==> config.mk <==
export PLATFORM = sky130hd
export DESIGN_NAME = track_mode_decider
export DESIGN_NICKNAME = d
export VERILOG_FILES = /design/src/rtl/track_mode_decider.sv
export SDC_FILE = /design/constraint.sdc
export NUM_CORES = 1
export LEC_CHECK = 0
export ABC_CLOCK_PERIOD_IN_PS = 3650
export CAP_MARGIN = 20
export CORE_AREA = 2 2 90 92
export DETAILED_ROUTE_END_ITERATION = 8
export DIE_AREA = 0 0 92 94
export HOLD_SLACK_MARGIN = 0.1
export PLACE_DENSITY = 0.56
export SLEW_MARGIN = 20
export SYNTH_ARGS = -nofsm -noshare
export SYNTH_HDL_FRONTEND = slang
export SYNTH_SLANG_ARGS = --single-unit
export TNS_END_PERCENT = 1
==> constraint.sdc <==
create_clock -name clk -period 3.65 [get_ports clk]
set_clock_uncertainty 0.15 [all_clocks]
set_input_delay 0.73 -clock clk [delete_from_list [all_inputs] [get_ports clk]]
set_output_delay 0.73 -clock clk [all_outputs]
set_load 0.05 [all_outputs]
==> src/rtl/track_mode_decider.sv <==
// Turns three raw IR line sensors into the registered drive mode for the motor
// block. The sensors are resynchronised and debounced before any decision. A
// tracking FSM then follows the line, searches toward the side where the line
// was last seen, and gives up with a stop after a search timeout.
module track_mode_decider #(
    parameter int DEBOUNCE     = 1000,
    parameter int LOST_TIMEOUT = 50_000_000
) (
    input  logic       clk,
    input  logic       rst,
    input  logic       run,
    input  logic       left_track,
    input  logic       mid_track,
    input  logic       right_track,
    output logic [2:0] mode,
    output logic       lost
);

    localparam int DBW = $clog2(DEBOUNCE + 1);
    localparam int LTW = $clog2(LOST_TIMEOUT + 1);

    localparam logic [DBW-1:0] DB_LAST = DBW'(DEBOUNCE - 1);
    localparam logic [DBW-1:0] DB_MAX  = DBW'(DEBOUNCE);
    localparam logic [LTW-1:0] LT_MAX  = LTW'(LOST_TIMEOUT);

    localparam logic [2:0] MODE_TURN_LEFT   = 3'b000;
    localparam logic [2:0] MODE_TURN_RIGHT  = 3'b001;
    localparam logic [2:0] MODE_STRAIGHT    = 3'b010;
    localparam logic [2:0] MODE_STOP        = 3'b011;
    localparam logic [2:0] MODE_SHARP_LEFT  = 3'b100;
    localparam logic [2:0] MODE_SHARP_RIGHT = 3'b101;

    typedef enum logic [1:0] {
        ST_IDLE,
        ST_TRACK,
        ST_SEARCH,
        ST_HALT
    } state_t;

    logic [2:0]     syncMeta_q;
    logic [2:0]     syncPat_q;
    logic [2:0]     prevPat_q;
    logic [DBW-1:0] dbCount_q;
    logic [2:0]     stablePat_q;

    state_t         state_q, state_d;
    logic [2:0]     mode_q, mode_d;
    logic           lastLeft_q, lastLeft_d;
    logic [LTW-1:0] lostCount_q, lostCount_d;

    logic           patMapped;
    logic           patLost;
    logic [2:0]     patMode;

    // Two-flop resync, then accept a pattern once it has held for DEBOUNCE cycles.
    always_ff @(posedge clk) begin
        if (!rst) begin
            syncMeta_q  <= '0;
            syncPat_q   <= '0;
            prevPat_q   <= '0;
            dbCount_q   <= '0;
            stablePat_q <= '0;
        end else begin
            syncMeta_q <= {left_track, mid_track, right_track};
            syncPat_q  <= syncMeta_q;
            prevPat_q  <= syncPat_q;
            if (syncPat_q != prevPat_q) begin
                dbCount_q <= '0;
            end else begin
                if (dbCount_q != DB_MAX) begin
                    dbCount_q <= dbCount_q + 1'b1;
                end
                if (dbCount_q >= DB_LAST) begin
                    stablePat_q <= syncPat_q;
                end
            end
        end
    end

    // Map the debounced pattern to a drive mode; 000 (lost) and 101 (no info) are unmapped.
    always_comb begin
        patMapped = 1'b1;
        patMode   = MODE_STOP;
        patLost   = (stablePat_q == 3'b000);
        unique case (stablePat_q)
            3'b010, 3'b111: patMode = MODE_STRAIGHT;
            3'b110:         patMode = MODE_TURN_LEFT;
            3'b011:         patMode = MODE_TURN_RIGHT;
            3'b100:         patMode = MODE_SHARP_LEFT;
            3'b001:         patMode = MODE_SHARP_RIGHT;
            default:        patMapped = 1'b0;
        endcase
    end

    // Next-state, next-mode and last-seen-side decision; dropping run overrides everything.
    always_comb begin
        state_d     = state_q;
        mode_d      = mode_q;
        lastLeft_d  = lastLeft_q;
        lostCount_d = lostCount_q;
        if (!run) begin
            state_d     = ST_IDLE;
            mode_d      = MODE_STOP;
            lostCount_d = '0;
        end else begin
            unique case (state_q)
                ST_IDLE, ST_TRACK: begin
                    if (patMapped) begin
                        state_d = ST_TRACK;
                        mode_d  = patMode;
                        if (state_q == ST_TRACK) begin
                            if ((patMode == MODE_TURN_LEFT) || (patMode == MODE_SHARP_LEFT)) begin
                                lastLeft_d = 1'b1;
                            end else if ((patMode == MODE_TURN_RIGHT) || (patMode == MODE_SHARP_RIGHT)) begin
                                lastLeft_d = 1'b0;
                            end
                        end
                    end else if (patLost) begin
                        state_d     = ST_SEARCH;
                        mode_d      = lastLeft_q ? MODE_SHARP_LEFT : MODE_SHARP_RIGHT;
                        lostCount_d = '0;
                    end else if (state_q == ST_IDLE) begin
                        state_d = ST_TRACK;
                        mode_d  = MODE_STRAIGHT;
                    end
                end
                ST_SEARCH: begin
                    if (patMapped) begin
                        state_d     = ST_TRACK;
                        mode_d      = patMode;
                        lostCount_d = '0;
                    end else begin
                        lostCount_d = lostCount_q + 1'b1;
                        if (lostCount_d == LT_MAX) begin
                            state_d = ST_HALT;
                            mode_d  = MODE_STOP;
                        end
                    end
                end
                ST_HALT: begin
                    if (patMapped) begin
                        state_d = ST_TRACK;
                        mode_d  = patMode;
                    end
                end
                default: begin
                    state_d = ST_IDLE;
                    mode_d  = MODE_STOP;
                end
            endcase
        end
    end

    // FSM registers; reset parks the car stopped with the left side as the default search direction.
    always_ff @(posedge clk) begin
        if (!rst) begin
            state_q     <= ST_IDLE;
            mode_q      <= MODE_STOP;
            lastLeft_q  <= 1'b1;
            lostCount_q <= '0;
        end else begin
            state_q     <= state_d;
            mode_q      <= mode_d;
            lastLeft_q  <= lastLeft_d;
            lostCount_q <= lostCount_d;
        end
    end

    assign mode = mode_q;
    assign lost = (state_q == ST_SEARCH) || (state_q == ST_HALT);

endmodule

==> results of run 1 <==
==> per-layer routing <==
layer | wire length, um | share of wire
met5 | 0 | 0
met4 | 81 | 0.012
met2 | 3000 | 0.45
met3 | 237 | 0.035
met1 | 3400 | 0.51
==> metrics by stage <==
stage / worst slack, ns / area, um2 / hold WS, ns / power (mW)
floorplan: 0.853 / 3000 / 0.262 / 0.681
global placement: 0.685 / 3070 / 0.265 / 0.704
detailed placement: 0.610 / 3070 / 0.269 / 0.705
CTS: 0.588 / 3190 / 0.299 / 1.13
global route: 0.372 / 3190 / 0.306 / 1.16
finish: 0.592 / 3190 / 0.292 / 1.11
==> power groups by stage <==
stage,sequential (mW),combinational [mW],clock [mW]
6_report,0.609,0.0817,0.422
5_1_grt,0.611,0.0926,0.458
3_5_place_dp,0.622,0.0830,0
3_3_place_gp,0.622,0.0814,0
4_1_cts,0.609,0.0833,0.439
2_1_floorplan,0.626,0.0547,0
==> worst max path at each step <==
| stage | start | to | slack, ns | cells past startpoint |
|---|---|---|---|---|
| 2_1_floorplan | lostCount_q[0] | mode[2] | 0.85 | 9 |
| 3_3_place_gp | lostCount_q[0] | mode[2] | 0.68 | 9 |
| 3_5_place_dp | lostCount_q[0] | mode[0] | 0.61 | 9 |
| 4_1_cts | lostCount_q[0] | mode[2] | 0.59 | 9 |
| 5_1_grt | lostCount_q[0] | mode[0] | 0.37 | 9 |
| 6_report | lostCount_q[0] | mode[2] | 0.59 | 9 |
==> final cells by class <==
cell class                 instances  area [um2]
tap                              102         128
clock inverter                     3        48.8
clock buffer                       5        68.8
timing repair buffer              14         128
sequential                        54        1080
inverter                           8        30.0
multi-input combinational        283        1710
fill                             805        4420
==> cell families after synthesis <==
kind of cell             after synthesis  share of synthesized area
AO/OA/AOI/OAI                         90                      0.197
XOR/XNOR                              15                     0.0439
adder cells (fa/ha/maj)                3                     0.0125
buffers and inverters                 35                     0.0710
flip-flops                            54                      0.361
multiplexers                           4                     0.0134
AND/OR/NAND/NOR                      171                      0.301
==> critical path, stage by stage (launching register included) <==
cell	delay (ns)
dfxtp_1	0.44
ha_1	0.26
nand3_1	0.17
or4_1	0.59
or3_1	0.38
a311oi_1	0.31
nand4_2	0.22
a21o_1	0.22
a21oi_1	0.13
nor3_1	0.05
==> flip-flops by register name, summed over array words and instances, names as in the netlist <==
signal	cells
syncPat_q	3
mode	3
stablePat_q	3
dbCount_q	10
prevPat_q	3
syncMeta_q	3
lastLeft_q	1
lostCount_q	26
state_q	2
==> placed cells by master (no fill, tap or decap), drive strengths merged, types with 3 or more instances in the layout <==
cell and count:
buf 5, a21oi 31, a22oi 4, a41oi 3
nor2 45, nor4 7, and3 4, o21ai 19
nand3 19, o211a 3, nand2 30, nand4 14
or4 7, and4 3, clkbuf 5, a311oi 7
nor3 14, nor2b 3, xnor2 6, ha 3
or3 6, and2 11, xor2 9, clkdlybuf4s50 9
inv 9, a211oi 6, dfxtp 54, mux2i 4
a21o 3
==> impl_metrics.py, run 1 <==
metrics = {
    "critical_path": {
        "r2r_end": "mode[2]",
        "arrival_ns": 3.10,
        "r2r_start": "lostCount_q[0]",
        "start_kind": "flip-flop",
        "ff2ff_setup_slack_ns": 0.59,
        "crit_path_max_fanout": 7,
        "worst-r2r-cell-count": 9,
        "cp-end-kind": "flip-flop",
        "required_ns": 3.70,
        "crit_type": "flip-flop to flip-flop",
    },
    "hold_path": {
        "hp-start": "syncMeta_q[2]",
        "hold_depth": 1,
        "min_to": "syncPat_q[2]",
        "hold_path.class": "flip-flop to flip-flop",
    },
    "clock_network": {
        "clock_tree.root_cell": "clkbuf_8",
        "clock_latency_ns": 0.31,
        "cts_tree": "done",
        "hold_buffers": 0,
        "htreeDepth": 2,
        "clkSlewWorstSetupHoldPaths_ns": 0.11,
        "cts_sinks": 54,
        "clk_path_buf_depth": 2,
        "post_cts.repair.setup_buffers": 0,
        "cts_resized": 0,
        "cts_made_buffers": 5,
    },
    "sta": {
        "period_share": 0.838,
        "slew_headroom": 0.352,
        "tns_ns": 0,
        "hold_viol": 0,
        "setup_viol": 0,
        "tightestPinTransition_ns": 0.972,
        "slew_viol_final": 0,
        "min_period_ns": 3.06,
        "rsz0062_at_grt": "false",
        "max_freq_mhz": 327,
    },
    "place": {
        "gp_congestion": 0.867,
        "dp.cells": 461,
        "port_buffers": 9,
        "dp_hpwl_um": 4530,
    },
    "cells_and_area": {
        "layout-drive-gt1-share": 0.0736,
        "final_cells": 469,
        "num_antenna_cells": 0,
        "utilization": 0.419,
        "final_nets": 375,
        "syn2layout_area_growth_pct": 6.52,
    },
    "route": {
        "drc_errors": 0,
        "ant_nets": 0,
        "via_per_inst": 5.69,
        "routedWlPerCell_um": 14.3,
        "dr.pass1.iters": 5,
        "routed_wl_um": 6730,
        "drt_iter0_markers": 223,
        "vias": 2668,
    },
    "pwr": {
        "p_sw_frac": 0.247,
        "power.share.clock": 0.380,
        "cellPowerDensity_mw_per_mm2": 349,
        "internal_power_mw": 0.839,
        "power_frac_seq": 0.547,
        "power.leakage_nw": 1.04,
        "combPwrFrac": 0.073,
        "power.net_switching_mw": 0.275,
        "peakVddDrop_mv": 0.211,
    },
    "global_routing": {
        "grt_pass1_wl_um": 11500,
        "grt_usage": 0.163,
        "top_usage_layer": "met2",
        "met3_usage": 0.0313,
        "antenna_found_initial": 0,
        "use_met2": 0.259,
        "grt_max_degree": 33,
        "grtUsageMet1": 0.227,
        "grt_pass1_vias": 2424,
        "grt_overflow": 0,
    },
    "logic_synthesis": {
        "post-synth-top-count-cell": "dfxtp_1",
        "synth_common_cells": "54 x dfxtp_1, 45 x nor2_1, 31 x a21oi_1, 30 x nand2_1",
        "syn_nets": 381,
        "yosysTopAreaCellShare": 0.361,
        "synth_area_mm2": 0.00300,
        "syn_inst": 372,
        "syn_area_per_cell_um2": 8.05,
        "synth_edf_count": 0,
        "ys_top_cells_by_area": "dfxtp_1 36%, nor2_1 5.6%, a21oi_1 5.2%",
        "yosysSeqAreaShare": 0.361,
        "synthFlopType": "dfxtp_1",
        "ys_ff_latch": 54,
        "yosys.area.top_type": "dfxtp_1",
        "yosys.cell_types.count": 56,
        "yosysWarnings": 0,
        "synthArstFlopShare": 0,
    },
    "die": {
        "die_h_um": 94,
        "die_w_um": 92,
        "die-area_mm2": 0.00865,
        "start_util": 0.394,
        "num_rows": 32,
        "core_mm2": 0.00761,
        "io_pins": 10,
    },
    "status": {
        "status": "complete, no violations",
    },
    "run": {
        "maxCapViolCount": 0,
    },
}
(Power assumes the default switching activity.)
==> inputs of run 2 (changes only) <==
Settings changed: ABC_CLOCK_PERIOD_IN_PS 3650 to 2500, PLACE_DENSITY 0.56 to 0.58.
Clock period 3.65 ns to 2.5 ns, I/O delays scaled along.
==> run 2 against run 1 <==
Net effect: the flow now finishes with violations (negative setup slack); sequential share of layout area down 3.9 points; sequential cell count unchanged; first-iteration DRC count down 19%; worst hold slack worse by 0.0039 ns; clock power up 17%; combinational power up 68%; worst setup slack worse by 0.70 ns; critical path depth down 1.
==> impl_metrics.py, run 2 (synthesized netlist as in run 1, its figures left out) <==
metrics = {
    "critical_path": {
        "required_ns": 2.55,
        "cp-end-kind": "flip-flop",
        "start_kind": "flip-flop",
        "arrival_ns": 2.65,
        "crit_path_max_fanout": 5,
        "crit_type": "flip-flop to flip-flop",
    },
    "global_routing": {
        "antenna_found_initial": 0,
        "grt_pass1_wl_um": 13000,
        "top_usage_layer": "met2",
        "grtUsageMet1": 0.245,
        "grt_max_degree": 22,
        "use_met2": 0.313,
        "grt_overflow": 0,
        "grt_pass1_vias": 2749,
        "grt_usage": 0.185,
        "met3_usage": 0.0209,
    },
    "sta": {
        "rsz0062_at_grt": "true",
        "tightestPinTransition_ns": 0.686,
        "max_freq_mhz": 384,
        "slew_headroom": 0.542,
        "period_share": 1.04,
        "setup_viol": 3,
        "layout_setup_ws_ns": -0.106,
        "slew_viol_final": 0,
        "holdWs_ns": 0.288,
        "hold_viol": 0,
        "min_period_ns": 2.61,
    },
    "pwr": {
        "power.share.clock": 0.325,
        "peakVddDrop_mv": 0.238,
        "combPwrFrac": 0.090,
        "cellPowerDensity_mw_per_mm2": 410,
        "power_frac_seq": 0.584,
        "power_mw": 1.51,
        "p_sw_frac": 0.260,
        "power.leakage_nw": 1.34,
        "power.net_switching_mw": 0.392,
        "internal_power_mw": 1.12,
    },
    "die": {
        "io_pins": 10,
        "die_w_um": 92,
        "core_mm2": 0.00761,
        "die_h_um": 94,
        "die-area_mm2": 0.00865,
        "num_rows": 32,
        "start_util": 0.394,
    },
    "cells_and_area": {
        "layout-drive-gt1-share": 0.265,
        "num_antenna_cells": 0,
        "layout_common_cells": "62 x buf_4, 45 x nor2_1, 37 x dfxtp_1",
        "largestRegisters": "lostCount_q x26, dbCount_q x10",
        "top_register": "lostCount_q",
        "utilization": 0.485,
        "postLayoutCellArea_mm2": 0.00369,
        "final_nets": 432,
        "syn2layout_area_growth_pct": 23.3,
        "fillers": 774,
        "final_common_cell": "buf_4",
        "largest_reg_flops": 26,
    },
    "clock_network": {
        "htreeDepth": 2,
        "clock_tree.root_cell": "clkbuf_8",
        "clock_latency_ns": 0.31,
        "cts_made_buffers": 5,
        "clk_path_buf_depth": 2,
        "clkSlewWorstSetupHoldPaths_ns": 0.10,
        "cts_tree": "done",
        "hold_buffers": 0,
        "cts_sinks": 54,
    },
    "route": {
        "routedWlPerCell_um": 14.6,
        "drc_errors": 0,
        "routed_wl_um": 7640,
        "dr.pass1.iters": 4,
        "ant_nets": 0,
        "vias": 2935,
        "via_per_inst": 5.59,
        "drt_iter0_markers": 181,
    },
    "status": {
        "failed_checks": "negative setup slack",
        "status": "finished with violations",
    },
    "place": {
        "port_buffers": 9,
        "place_ws_ns": -0.0731,
        "dp_hpwl_um": 5460,
        "gp_congestion": 0.894,
        "post_dp_cell_area_mm2": 0.00352,
    },
    "run": {
        "maxCapViolCount": 0,
    },
    "hold_path": {
        "hold_path.class": "flip-flop to flip-flop",
    },
}
run 2: cell count changes in the layout (fill, tap and decap cells not counted), sizes merged:
cell      change
clkinv        +1
clkinvlp      -1
bufinv        -1
buf          +57
run 2: path summary, 6_finish.rpt:
kind | slack (ns) | to | from | cells past startpoint
hold / removal | 0.29 | syncPat_q[2] | syncMeta_q[2] | 1
setup / recovery | -0.11 | mode[0] | lostCount_q[11] | 8
setup reg to reg | -0.11 | mode[0] | lostCount_q[11] | 8
hold reg to reg | 0.29 | syncPat_q[2] | syncMeta_q[2] | 1
run 2: repair_timing:
action                     CTS  global route
buffers inserted             2             0
pin swaps                    9             5
setup endpoints to repair    3             3
gates resized for setup     17             7
run 2: stage by stage:
| step | setup TNS (ns) | cells |
|---|---|---|
| global route | -0.507 | 525 |
| detailed placement | -0.136 | 516 |
| finish | -0.216 | 525 |
| CTS | -0.104 | 525 |
| floorplan | 0 | 372 |
| global placement | -0.0671 | 516 |
run 2: power by group through the flow:
stage | logic [mW] | registers [mW] | clock network [mW]
final | 0.137 | 0.884 | 0.492
after detailed placement | 0.136 | 0.904 | 0
after CTS | 0.136 | 0.884 | 0.509
after floorplan | 0.0800 | 0.913 | 0
after global routing | 0.151 | 0.887 | 0.538
after global placement | 0.132 | 0.903 | 0
run 2: worst max-delay path, cell delays in order (launching register included):
cell	delay, ns
dfxtp_2	0.36
nand4_4	0.13
or4_4	0.57
or3_4	0.40
a311oi_2	0.23
nand4_2	0.24
a21oi_2	0.22
nor4_2	0.07
mux2i_1	0.12
run 2: cell type report:
cell class | count | area, um2 | area share
clock buffers | 5 | 68.8 | 0.0186
inverters | 8 | 30.0 | 0.00813
flip-flops and latches | 54 | 1110 | 0.300
multi-input cells | 283 | 1790 | 0.485
repair buffers | 71 | 556 | 0.150
well taps | 102 | 128 | 0.0346
clock inverters | 2 | 13.8 | 0.00373
run 2: metal layers:
metal,share of wire,routed length (um)
met5,0,0
met4,0.020,152
met3,0.039,297
met2,0.46,3530
met1,0.48,3670
==> inputs of run 3 (changes only) <==
Settings changed: ABC_CLOCK_PERIOD_IN_PS 2500 to 3280, CELL_PAD_IN_SITES_DETAIL_PLACEMENT from default to 1, CELL_PAD_IN_SITES_GLOBAL_PLACEMENT from default to 2, PLACE_DENSITY 0.58 to 0.84.
Clock period 2.5 ns to 3.28 ns, I/O delays scaled along.
==> run 3 against run 2 <==
Net effect: the run now ends clean; sequential share of layout area is 3.6 points higher; die area stayed put; power fell by 21%; register-to-register slack improved by 0.34 ns; maximum frequency shrank 14%; via count decreased by 7.2%; critical endpoint is now mode[2].
==> impl_metrics.py, run 3 (synthesized netlist as in run 1, its figures left out) <==
metrics = {
    "status": {
        "status": "complete, no violations",
    },
    "route": {
        "drc_errors": 0,
        "ant_nets": 0,
        "drt_iter0_markers": 114,
        "routed_wl_um": 7620,
        "routedWlPerCell_um": 16.0,
        "dr.pass1.iters": 4,
        "via_per_inst": 5.73,
        "vias": 2723,
    },
    "die": {
        "die-area_mm2": 0.00865,
        "die_w_um": 92,
        "core_mm2": 0.00761,
        "start_util": 0.394,
        "io_pins": 10,
        "die_h_um": 94,
        "num_rows": 32,
    },
    "sta": {
        "min_period_ns": 3.04,
        "max_freq_mhz": 329,
        "layout_setup_ws_ns": 0.236,
        "setup_viol": 0,
        "slew_headroom": 0.511,
        "tightestPinTransition_ns": 0.734,
        "slew_viol_final": 0,
        "rsz0062_at_grt": "false",
        "period_share": 0.928,
        "hold_viol": 0,
        "tns_ns": 0,
        "holdWs_ns": 0.295,
    },
    "cells_and_area": {
        "final_nets": 381,
        "largest_reg_flops": 26,
        "final_common_cell": "dfxtp_1",
        "fillers": 937,
        "syn2layout_area_growth_pct": 7.44,
        "postLayoutCellArea_mm2": 0.00322,
        "top_register": "lostCount_q",
        "largestRegisters": "lostCount_q x26, dbCount_q x10",
        "layout-drive-gt1-share": 0.0912,
        "final_cells": 475,
        "layout_common_cells": "53 x dfxtp_1, 45 x nor2_1, 31 x a21oi_1",
        "num_antenna_cells": 0,
    },
    "place": {
        "dp_hpwl_um": 5330,
        "place_ws_ns": 0.216,
        "gp_congestion": 0.806,
        "post_dp_cell_area_mm2": 0.00312,
        "dp.cells": 467,
        "port_buffers": 9,
    },
    "critical_path": {
        "crit_type": "flip-flop to flip-flop",
        "cp-end-kind": "flip-flop",
        "crit_path_max_fanout": 6,
        "arrival_ns": 3.10,
        "start_kind": "flip-flop",
        "worst-r2r-cell-count": 9,
        "required_ns": 3.33,
    },
    "clock_network": {
        "clk_path_buf_depth": 2,
        "clkSlewWorstSetupHoldPaths_ns": 0.11,
        "clock_latency_ns": 0.31,
        "cts_tree": "done",
        "htreeDepth": 2,
        "clock_tree.root_cell": "clkbuf_8",
        "cts_made_buffers": 5,
        "cts_sinks": 54,
    },
    "global_routing": {
        "grt_max_degree": 33,
        "grt_pass1_wl_um": 13500,
        "antenna_found_initial": 0,
        "grt_pass1_vias": 2799,
        "grt_usage": 0.190,
        "grt_overflow": 0,
    },
    "pwr": {
        "peakVddDrop_mv": 0.188,
        "cellPowerDensity_mw_per_mm2": 370,
        "power.leakage_nw": 1.07,
    },
    "run": {
        "maxCapViolCount": 0,
    },
    "hold_path": {
        "hold_depth": 1,
        "hold_path.class": "flip-flop to flip-flop",
    },
}
==> run 3: layer usage <==
layer,part of all wire,global-route usage,vias up
li1,-,-,1348
met3,0.027,0.0257,8
met1,0.50,0.260,1334
met4,0.0091,0.0448,0
met5,0,0,-
met2,0.46,0.318,33
==> run 3: timing repair <==
item / 4_1_cts / 5_1_grt
endpoints found under the setup margin: 0 / 2
hold buffers: 0 / 0
setup buffers: 0 / 0
resized for setup: 0 / 1
==> run 3: per-stage QoR <==
stage / power [mW] / util
after CTS: 1.20 / 0.423
after global placement: 0.787 / 0.410
after global routing: 1.25 / 0.423
after detailed placement: 0.789 / 0.410
after floorplan: 0.758 / -
final: 1.19 / 0.423
==> run 3: worst paths after layout <==
kind | start | to | slack, ns
worst max-delay path | lostCount_q[1] | mode[2] | 0.24
worst min-delay path | syncMeta_q[2] | syncPat_q[2] | 0.29
worst max register to register | lostCount_q[1] | mode[2] | 0.24
worst min register to register | syncMeta_q[2] | syncPat_q[2] | 0.29
==> run 3: final cells by class <==
cell class,instances,area [um2],share of cell area
clock inverters,2,16.3,0.00505
inverters,8,30.0,0.00933
flip-flops and latches,54,1080,0.336
clock buffers,6,82.6,0.0257
well taps,102,128,0.0397
multi-input cells,283,1710,0.530
repair buffers,20,173,0.0537
==> run 3: report_power, final <==
| part | total, mW | leakage (nW) | switching [mW] | internal (mW) |
|---|---|---|---|---|
| Clock | 0.418 | 0.0478 | 0.243 | 0.175 |
| Sequential | 0.678 | 0.438 | 0.0110 | 0.667 |
| Combinational | 0.0949 | 0.579 | 0.0601 | 0.0348 |
==> run 3: critical path, stage by stage (launching register included) <==
cell      delay [ns]
dfxtp_1         0.42
ha_1            0.25
nand3_1         0.17
or4_1           0.60
or3_1           0.39
a311oi_1        0.31
nand4_2         0.23
a21o_1          0.23
a21oi_1         0.13
nor3_1          0.06
